`src/rtl/sw_debounce.sv`:
```
// sw_debounce: synchronises a raw switch pin and debounces it against a tick
// strobe. It produces a clean level, one-clk rise/fall pulses and a busy
// flag. The busy flag is high while a candidate edge is being qualified.
// Optional long-press detector: define SW_DEBOUNCE_LONGPRESS_EN to build it.
// Without the macro, o_long is tied low.
module sw_debounce #(
    parameter int SYNC_STAGES    = 2,
    parameter int DEBOUNCE_TICKS = 4,
    parameter int LONG_TICKS     = 256
) (
    input  logic clk,
    input  logic rst,
    input  logic i_tick,
    input  logic i_sw,
    output logic o_level,
    output logic o_rise,
    output logic o_fall,
    output logic o_busy,
    output logic o_long
);

    localparam int CNT_W = $clog2(DEBOUNCE_TICKS + 1);
    localparam logic [CNT_W:0] DB_LAST = (CNT_W + 1)'(DEBOUNCE_TICKS);

    typedef enum logic [1:0] {
        IDLE_LOW  = 2'd0,
        WAIT_HIGH = 2'd1,
        IDLE_HIGH = 2'd2,
        WAIT_LOW  = 2'd3
    } state_t;

    state_t                 state;
    logic [CNT_W-1:0]       cnt;
    logic [SYNC_STAGES-1:0] sync_q;
    logic                   sw_s;

    // Parameter legality is checked once, at elaboration.
    if (DEBOUNCE_TICKS < 1 || SYNC_STAGES < 2 || LONG_TICKS < 1) begin : g_bad_param
        $error("sw_debounce: DEBOUNCE_TICKS>=1, SYNC_STAGES>=2, LONG_TICKS>=1 required");
    end

    // Saturating increment: the qualification counter never wraps.
    function automatic logic [CNT_W-1:0] sat_inc(input logic [CNT_W-1:0] v);
        if ({1'b0, v} >= DB_LAST)
            return v;
        return v + CNT_W'(1);
    endfunction

    // True when this tick is the last one needed to accept the new level.
    function automatic logic is_last_tick(input logic [CNT_W-1:0] v);
        return ({1'b0, v} + (CNT_W + 1)'(1)) == DB_LAST;
    endfunction

    assign sw_s = sync_q[SYNC_STAGES-1];

    // Shift the raw pin through the synchroniser chain.
    always_ff @(posedge clk or negedge rst) begin
        if (!rst)
            sync_q <= '0;
        else
            sync_q <= {sync_q[SYNC_STAGES-2:0], i_sw};
    end

    // Debounce FSM with registered level, pulse and busy outputs.
    always_ff @(posedge clk or negedge rst) begin
        if (!rst) begin
            state   <= IDLE_LOW;
            cnt     <= '0;
            o_level <= 1'b0;
            o_rise  <= 1'b0;
            o_fall  <= 1'b0;
            o_busy  <= 1'b0;
        end else begin
            o_rise <= 1'b0;
            o_fall <= 1'b0;
            case (state)
                IDLE_LOW: begin
                    if (sw_s) begin
                        state  <= WAIT_HIGH;
                        cnt    <= '0;
                        o_busy <= 1'b1;
                    end
                end
                WAIT_HIGH: begin
                    // A bounce takes priority over a coincident tick.
                    if (!sw_s) begin
                        state  <= IDLE_LOW;
                        cnt    <= '0;
                        o_busy <= 1'b0;
                    end else if (i_tick) begin
                        if (is_last_tick(cnt)) begin
                            state   <= IDLE_HIGH;
                            cnt     <= '0;
                            o_level <= 1'b1;
                            o_rise  <= 1'b1;
                            o_busy  <= 1'b0;
                        end else begin
                            cnt <= sat_inc(cnt);
                        end
                    end
                end
                IDLE_HIGH: begin
                    if (!sw_s) begin
                        state  <= WAIT_LOW;
                        cnt    <= '0;
                        o_busy <= 1'b1;
                    end
                end
                WAIT_LOW: begin
                    if (sw_s) begin
                        state  <= IDLE_HIGH;
                        cnt    <= '0;
                        o_busy <= 1'b0;
                    end else if (i_tick) begin
                        if (is_last_tick(cnt)) begin
                            state   <= IDLE_LOW;
                            cnt     <= '0;
                            o_level <= 1'b0;
                            o_fall  <= 1'b1;
                            o_busy  <= 1'b0;
                        end else begin
                            cnt <= sat_inc(cnt);
                        end
                    end
                end
                default: begin
                    state   <= IDLE_LOW;
                    cnt     <= '0;
                    o_level <= 1'b0;
                    o_busy  <= 1'b0;
                end
            endcase
        end
    end

`ifdef SW_DEBOUNCE_LONGPRESS_EN
    localparam int LONG_W = $clog2(LONG_TICKS + 1);
    localparam logic [LONG_W-1:0] LONG_MAX = LONG_W'(LONG_TICKS);

    logic [LONG_W-1:0] long_cnt;

    // Count ticks while the level is steadily high. Fire once at LONG_TICKS.
    // Clear the count as soon as IDLE_HIGH is being left.
    always_ff @(posedge clk or negedge rst) begin
        if (!rst) begin
            long_cnt <= '0;
            o_long   <= 1'b0;
        end else begin
            o_long <= 1'b0;
            if (state != IDLE_HIGH || !sw_s) begin
                long_cnt <= '0;
            end else if (i_tick && long_cnt != LONG_MAX) begin
                long_cnt <= long_cnt + LONG_W'(1);
                if (long_cnt + LONG_W'(1) == LONG_MAX)
                    o_long <= 1'b1;
            end
        end
    end
`else
    assign o_long = 1'b0;
`endif

endmodule

```
`config.mk`:
```
export PLATFORM = sky130hd
export DESIGN_NAME = sw_debounce
export DESIGN_NICKNAME = d
export VERILOG_FILES = /design/src/rtl/sw_debounce.sv
export SDC_FILE = /design/constraint.sdc
export NUM_CORES = 1
export LEC_CHECK = 0
export ABC_AREA = 1
export BUFFER_PORTS_ARGS = -buffer_cell sky130_fd_sc_hd__buf_2
export CORE_AREA = 2 2 39 41
export CTS_BUF_LIST = sky130_fd_sc_hd__clkbuf_16
export DETAILED_ROUTE_END_ITERATION = 7
export DIE_AREA = 0 0 41 43
export GPL_TIMING_DRIVEN = 0
export PLACE_DENSITY = 0.67
export SLEW_MARGIN = 30
export SYNTH_ARGS = -nofsm -noshare
export SYNTH_HDL_FRONTEND = slang
export SYNTH_SLANG_ARGS = --single-unit
export TNS_END_PERCENT = 1
```
`constraint.sdc`:
```
create_clock -name clk -period 2.9 [get_ports clk]
set_clock_uncertainty 0.15 [all_clocks]
set_input_delay 0.58 -clock clk [delete_from_list [all_inputs] [get_ports clk]]
set_output_delay 0.58 -clock clk [all_outputs]
set_load 0.05 [all_outputs]
```
Word-level counts from Yosys, hierarchy flattened
Cells that the tools add are included.
{"block": "classes", "add_sub_neg": 2, "n_lt_le_gt_ge": 1, "eq_ne": 16, "muxes": 48, "n_reduce_logical": 6}
{"op": "$mux W3", "count": 11}
{"op": "$mux W1", "count": 25}
{"op": "$mux W2", "count": 8}
{"op": "$ne A2 B2 Y1 const B", "count": 8}
{"op": "$ne A3 B3 Y1 const B", "count": 4}
{"op": "$pmux W3 S4", "count": 1}
{"op": "$pmux W2 S4", "count": 1}
{"op": "$reduce_and A7 Y1", "count": 1}
{"op": "$reduce_and A6 Y1", "count": 1}
{"op": "$add A3 B1 Y4 const B", "count": 1}
{"op": "$eq A2 B2 Y1 const B", "count": 2}
{"op": "$eq A4 B3 Y1 const B", "count": 1}
{"op": "$pmux W1 S4", "count": 1}
{"op": "$reduce_and A4 Y1", "count": 1}
{"op": "$add A3 B1 Y3 const B", "count": 1}
{"op": "$ge A3 B3 Y1 const B", "count": 1}
{"op": "$eq A2 B1 Y1 const B", "count": 1}
{"op": "$logic_not A2 Y1", "count": 1}
{"op": "$pmux W1 S2", "count": 1}
{"op": "$reduce_and A2 Y1", "count": 1}
{"op": "$reduce_bool A2 Y1", "count": 1}
{"block": "totals", "reg_bits": 11, "inputBits": 4, "out_inout_bits": 5, "elab_cells": 80}

Depth between registers and ports, before layout
Gate-level depths: netlist of run 1.
{"block": "logic_depth", "ltp_word": 11, "mapped_depth": 10, "depth_no_buf": 10}

Least setup slack after synthesis of run 1
Ideal clock, no wire load.
{"block": "synth_timing", "kind": "register to register", "start": "register cnt[0]", "end": "register o_level", "setup_time_ps": 129, "t_arrival_ps": 1260, "required_time_ps": 2621, "path_slack_ps": 1362, "stages_incl_launch_ff": 11, "period_less_slack_ps": 1538, "path_cell_list": "dfrtp_1 > ha_1 > inv_1 > ha_1 > nand2_1 > inv_1 > nand2_2 > inv_1 > nand2_2 > o21ai_1 > o21ai_0"}
{"block": "synth_via", "elab_chain_cells": 4, "elab_cells_between_ends": 5}
{"item": "from (decl)", "line_no": "33", "rtl": "logic [CNT_W-1:0] cnt;"}
{"item": "from (signal assigned)", "line_no": "98", "rtl": "cnt <= sat_inc(cnt);"}
{"item": "from (signal assigned)", "line_no": "122", "rtl": "cnt <= sat_inc(cnt);"}
{"item": "$add A3 B1 Y4 (*)", "line_no": "51", "rtl": "return ({1'b0, v} + (CNT_W + 1)'(1)) == DB_LAST;"}
{"item": "$eq A4 B3 Y1 (*)", "line_no": "51"}
{"item": "$ne A2 B2 Y1 (no line)"}
{"item": "$reduce_and A7 Y1 (no line) (*)"}
{"item": "to (signal assigned)", "line_no": "69", "rtl": "o_level <= 1'b0;"}
{"item": "to (signal assigned)", "line_no": "94", "rtl": "o_level <= 1'b1;"}
{"item": "to (signal assigned)", "line_no": "118", "rtl": "o_level <= 1'b0;"}
{"item": "to (decl)", "line_no": "15", "rtl": "output logic o_level,"}
Mark *: on every way between the ends. The rest lies on a longest branch, timed or not.
A chain may end at the register's enable or synchronous reset.

Worst setup path in the final report of run 1
{"block": "layout_timing", "start": "register cnt[1]", "end": "register o_level"}
Same word-level chain as after synthesis.

==> results.cfg, run 1 <==
[run_status]
outcome = finished clean

[clock_network]
postCtsSetupRepairBufs = 0
cts_made_buffers = 3
insertion_delay_ps = 240
cts_tree = done
cts-root-buf = clkbuf_16
clk_pin_slew_ps = 40
cts_hold_buf = 0
cts_buffer_depth = 2
post_cts_resized = 0
cts_sinks = 11
cts_max_level = 1

[route]
routedWlPerCell_um = 10.1
vias_per_cell = 4.80
ant_nets = 0
drc_errors = 0
wl_um = 978
vias = 466
drt-initial-drc-count = 6
first_pass_iters = 4

[die]
start_util_pct = 44.9
coreArea_um2 = 1380
die_h_um = 43
num_rows = 14
boundaryPins = 9
die_area_um2 = 1760
dieWidth_um = 41

[sta]
setup-tns-final_ps = 0
max_freq_mhz = 619
hold_viol = 0
fin_crit_ps = 1620
slew_viol_final = 0
period_share_pct = 55.7
setup_viol = 0
rsz0062_at_grt = no

[pwr]
p_int_mw = 0.486
p_leak_nw = 0.397
swShare_pct = 38.2
switchingPower_mw = 0.301
p_seq_share_pct = 28.1
p_per_area_nw_per_um2 = 1040
power_frac_clock_pct = 31.6
irDropWorstVdd_mv = 0.388
combPwrFrac_pct = 40.3

[logic_synthesis]
synth_edf_count = 0
syn_area_per_cell_um2 = 8.88
synthCells = 70
synth_flop_cell = dfrtp_1
synth_top_area_cell = dfrtp_1
yosysWarnings = 0
netlist_area_um2 = 622
synth_top_area_share_pct = 44.3
ys_top_cells_by_area = dfrtp_1, nand2_1, ha_1, inv_1, o21ai_2
syn_nets = 77
ys_top_cells_by_count = nand2_1, dfrtp_1, inv_1
async_flop_share_pct = 100
synth.distinct_cells = 24
yosysMostFrequentCell = nand2_1
ys_ff_latch = 11
ys_seq_area_share_pct = 44.3

[grt]
antenna_found_initial = 0
grt_pass1_wl_um = 1700
met3_usage_pct = 4.71
grt.met1_usage_pct = 17.3
grt_usage_pct = 14.8
first_global_vias = 436
grt_use_met2_pct = 20.9
top_usage_layer = met2
grt_max_degree = 12
grt.overflow.total = 0

[layout]
stdcell_count = 97
area_growth_pct = 21.5
drive_above_1_share_pct = 34.6
final_cell_area_um2 = 756
finalNetCount = 89
fill_cells = 131
postLayoutCoreUtil_pct = 54.6
num_antenna_cells = 0

[setup_path]
path_cells = ha_1, inv_1, ha_1, nand2_1, inv_1, nand2_2, inv_1, nand2_2, o21ai_1, o21ai_0
crit_top_cell = inv_1
crit_fanout = 5
cp.arrival_ps = 1580
critPathLaunchType = flip-flop
cp_slowest_cell = dfrtp_1
cpPeakStageDelay_ps = 360
cp-end-kind = flip-flop
path_buf_inv = 3
crit_type = reg2reg
critPathTopFamily = adder cells
critical_path_required_ps = 2860
r2r_setup_slack_ps = 1280

[worst_hold_path]
hold_class = in2async

[placed_design]
post_dp_cell_area_um2 = 677
portBuffers = 7
dp.cells = 93
routabilityCongestion = 0.785
dp_hpwl_um = 755

[flow_run]
maxCapViolations = 0
==> placed cells by master (no fill, tap or decap), types with 3 or more instances in the layout <==
master     netlist  routed
buf_2            0       7
clkbuf_16        0       3
dfrtp_1         11      11
ha_1             3       3
inv_1            9      10
inv_2            3       3
nand2_1         12      12
nand2_2          3       3
nand3_1          3       3
o21ai_0          3       3
o21ai_2          3       3
==> worst paths after layout <==
| check | startpoint | end | cells past startpoint |
|---|---|---|---|
| hold reg to reg | sync_q[0] | sync_q[1] | 0 |
| setup / recovery | cnt[1] | o_level | 10 |
| min in group clk | sync_q[0] | sync_q[1] | 0 |
| setup reg to reg | cnt[1] | o_level | 10 |
| max in group asynchronous | rst | async pin | 1 |
| hold / removal | rst | o_busy | 1 |
==> per-stage QoR <==
stage / total power, mW / hold slack [ps] / setup WS (ps)
after floorplan: 0.490 / 134 / 1360
after global placement: 0.539 / 183 / 1280
after detailed placement: 0.544 / 191 / 1270
after CTS: 0.797 / 54.5 / 1260
after global routing: 0.848 / 76.6 / 1110
final: 0.787 / 51.7 / 1280
==> layout make-up <==
cell class / instances / area [um^2] / area share (%)
buffer: 2 / 18.8 / 2.48
clock buffer: 3 / 75.1 / 9.93
clock inverter: 1 / 3.75 / 0.497
inverter: 13 / 51.3 / 6.79
multi-input combinational: 44 / 277 / 36.6
sequential: 11 / 275 / 36.4
tap: 16 / 20.0 / 2.65
timing repair buffer: 7 / 35.0 / 4.64
==> state kept, by name (all words and copies together) (netlist names), named ones only <==
register  count
cnt           3
o_busy        1
o_fall        1
o_level       1
o_rise        1
state         1
sync_q        2
==> worst register-to-register path: cells and delay by family, from the launching register on <==
kind / cells / cell delay (ps)
AO/OA/AOI/OAI: 2 / 190
adder cells (fa/ha/maj): 2 / 430
AND/OR/NAND/NOR: 3 / 200
buffers and inverters: 3 / 170
flip-flops: 1 / 360
==> power by group through the flow <==
stage                     sequential, mW  clock [mW]  combinational (mW)
after floorplan                    0.247           0               0.243
after global placement             0.222           0               0.317
after detailed placement           0.224           0               0.319
after CTS                          0.222       0.255               0.320
after global routing               0.226       0.261               0.361
final                              0.221       0.249               0.317
==> layer usage <==
metal / wire length (um) / vias up / part of all wire, %
met3: 53 / 3 / 5.4
met4: 30 / 0 / 3.1
met1: 419 / 208 / 43
li1: - / 242 / -
met2: 474 / 13 / 48
met5: 0 / - / 0
==> kinds of logic (layout without fill, tap and decap cells) <==
group	Yosys count	after routing	share of synthesized area [%]
and+or+nand+nor	29	29	26.4
other	1	1	0.603
AOI/OAI and AO/OA	11	11	11.5
adders and majority gates	3	3	6.04
DFF	11	11	44.3
buffers and inverters	15	26	11.3
(Power assumes the default switching activity.)
==> run 2, diff against run 1 <==
clock period = 1.64 ns   (was 2.9 ns; I/O delays follow)
==> run 2 against run 1 <==
Via count rose by 3.0%. Final cell count up 4.1%. Worst setup slack got worse by 1200 ps. Cell area grew 8.9%. Hold slack worse by 3.9 ps. Die area did not move. Register-to-register slack worse by 1200 ps. Count of clock-buffer cells in the layout stayed put. Total power is 83% higher. Wire length rose by 8.1%. Combinational power increased by 92%. First-iteration DRC count decreased by 33%.
==> results.cfg, run 2 (synthesis gave the netlist of run 1 again) <==
[grt]
grt_max_degree = 12
antenna_found_initial = 0
grt_pass1_wl_um = 1700
grt_usage_pct = 14.8
grt.overflow.total = 0
first_global_vias = 436

[setup_path]
crit_type = reg2reg
critPathLaunchType = flip-flop
cp-end-kind = flip-flop
crit_fanout = 4
cp.arrival_ps = 1620
critical_path_required_ps = 1660

[layout]
num_antenna_cells = 0
largest_register_ffs = 3
drive_above_1_share_pct = 45.9
area_growth_pct = 32.4
finalNetCount = 93
top_register = cnt
postLayoutCoreUtil_pct = 59.5
stdcell_count = 101
top_regs = cnt (3), sync_q (2)
layout_common_cells = nand2_1, dfrtp_1, inv_1, buf_2, inv_2

[route]
vias = 480
first_pass_iters = 4
drc_errors = 0
drt-initial-drc-count = 4
wl_um = 1060
vias_per_cell = 4.75
routedWlPerCell_um = 10.5
ant_nets = 0

[sta]
fin_crit_ps = 1600
slew_viol_final = 0
setup-tns-final_ps = 0
setup_viol = 0
hold_viol = 0
rsz0062_at_grt = yes
period_share_pct = 97.6
max_freq_mhz = 625
worst_slack_ps = 38.8

[placed_design]
place_ws_ps = 7.65
dp.cells = 93
portBuffers = 7
routabilityCongestion = 0.785
dp_hpwl_um = 755

[clock_network]
clk_pin_slew_ps = 40
cts_buffer_depth = 2
cts_tree = done
cts_sinks = 11
insertion_delay_ps = 240
cts_max_level = 1
cts_made_buffers = 3
cts-root-buf = clkbuf_16

[pwr]
p_leak_nw = 0.423
p_total_mw = 1.44
irDropWorstVdd_mv = 0.704
p_per_area_nw_per_um2 = 1750

[die]
dieWidth_um = 41
num_rows = 14
die_area_um2 = 1760
die_h_um = 43
start_util_pct = 44.9
boundaryPins = 9
coreArea_um2 = 1380

[worst_hold_path]
hold_class = in2reg

[flow_run]
maxCapViolations = 0

[run_status]
outcome = finished clean
==> run 2: changes by cell type in the layout (fill, tap and decap cells not counted), moves of 2 or more <==
| cell | change |
|---|---|
| inv_1 | -3 |
| ha_1 | -2 |
| buf_4 | +3 |
| nand2_4 | +2 |
| inv_2 | +3 |
| o21ai_2 | +2 |
==> run 2: layout make-up <==
cell class / instances / area [um^2]
Fill cell: 119 / 561
Buffer: 2 / 18.8
Sequential cell: 11 / 275
Clock inverter: 1 / 3.75
Tap cell: 16 / 20.0
Timing Repair Buffer: 11 / 67.6
Clock buffer: 3 / 75.1
Inverter: 13 / 51.3
Multi-Input combinational cell: 44 / 312
==> run 2: critical path, cell delays in order (launching register included) <==
cell and delay [ps]:
dfrtp_1 360, ha_2 190, inv_2 50, ha_4 250, nand2_2 40, inv_2 60, nand2_4 60, inv_2 70
nand2_4 50, buf_4 130, o21ai_2 110
==> run 2: what timing repair did <==
item,in CTS,in global routing
hold buffers,1,0
hold endpoints to repair,11,0
buffers inserted,0,3
endpoints found under the setup margin,0,7
resized for setup,0,11
==> run 2: metrics by stage <==
| step | area [um^2] | hold slack [ps] |
|---|---|---|
| after global routing | 823 | 41.1 |
| after floorplan | 622 | -118 |
| final | 823 | 47.7 |
| after CTS | 766 | 43.4 |
| after global placement | 677 | 56.3 |
| after detailed placement | 677 | 57.4 |
==> run 2: power by group <==
part / switching, mW / internal, mW / total, mW
logic: 0.378 / 0.231 / 0.609
registers: 0.0515 / 0.340 / 0.392
clock network: 0.122 / 0.320 / 0.442
total: 0.552 / 0.891 / 1.44
==> run 2: final timing paths <==
kind	start	endpoint	slack, ps	depth (start not counted)
hold / removal	i_sw	sync_q[0]	50	1
hold reg to reg	sync_q[0]	sync_q[1]	200	0
max in group asynchronous	rst	async pin	790	2
min in group asynchronous	rst	o_busy	340	2
setup reg to reg	cnt[1]	o_level	40	10
setup / recovery	cnt[1]	o_level	40	10
==> run 2: layer usage <==
| layer | GRT usage [%] | up-vias | share of wire [%] |
|---|---|---|---|
| li1 | - | 252 | - |
| met1 | 17.3 | 215 | 44 |
| met2 | 20.9 | 10 | 49 |
| met3 | 4.71 | 3 | 4.1 |
| met4 | 12.0 | 0 | 2.8 |
| met5 | 0 | - | 0 |
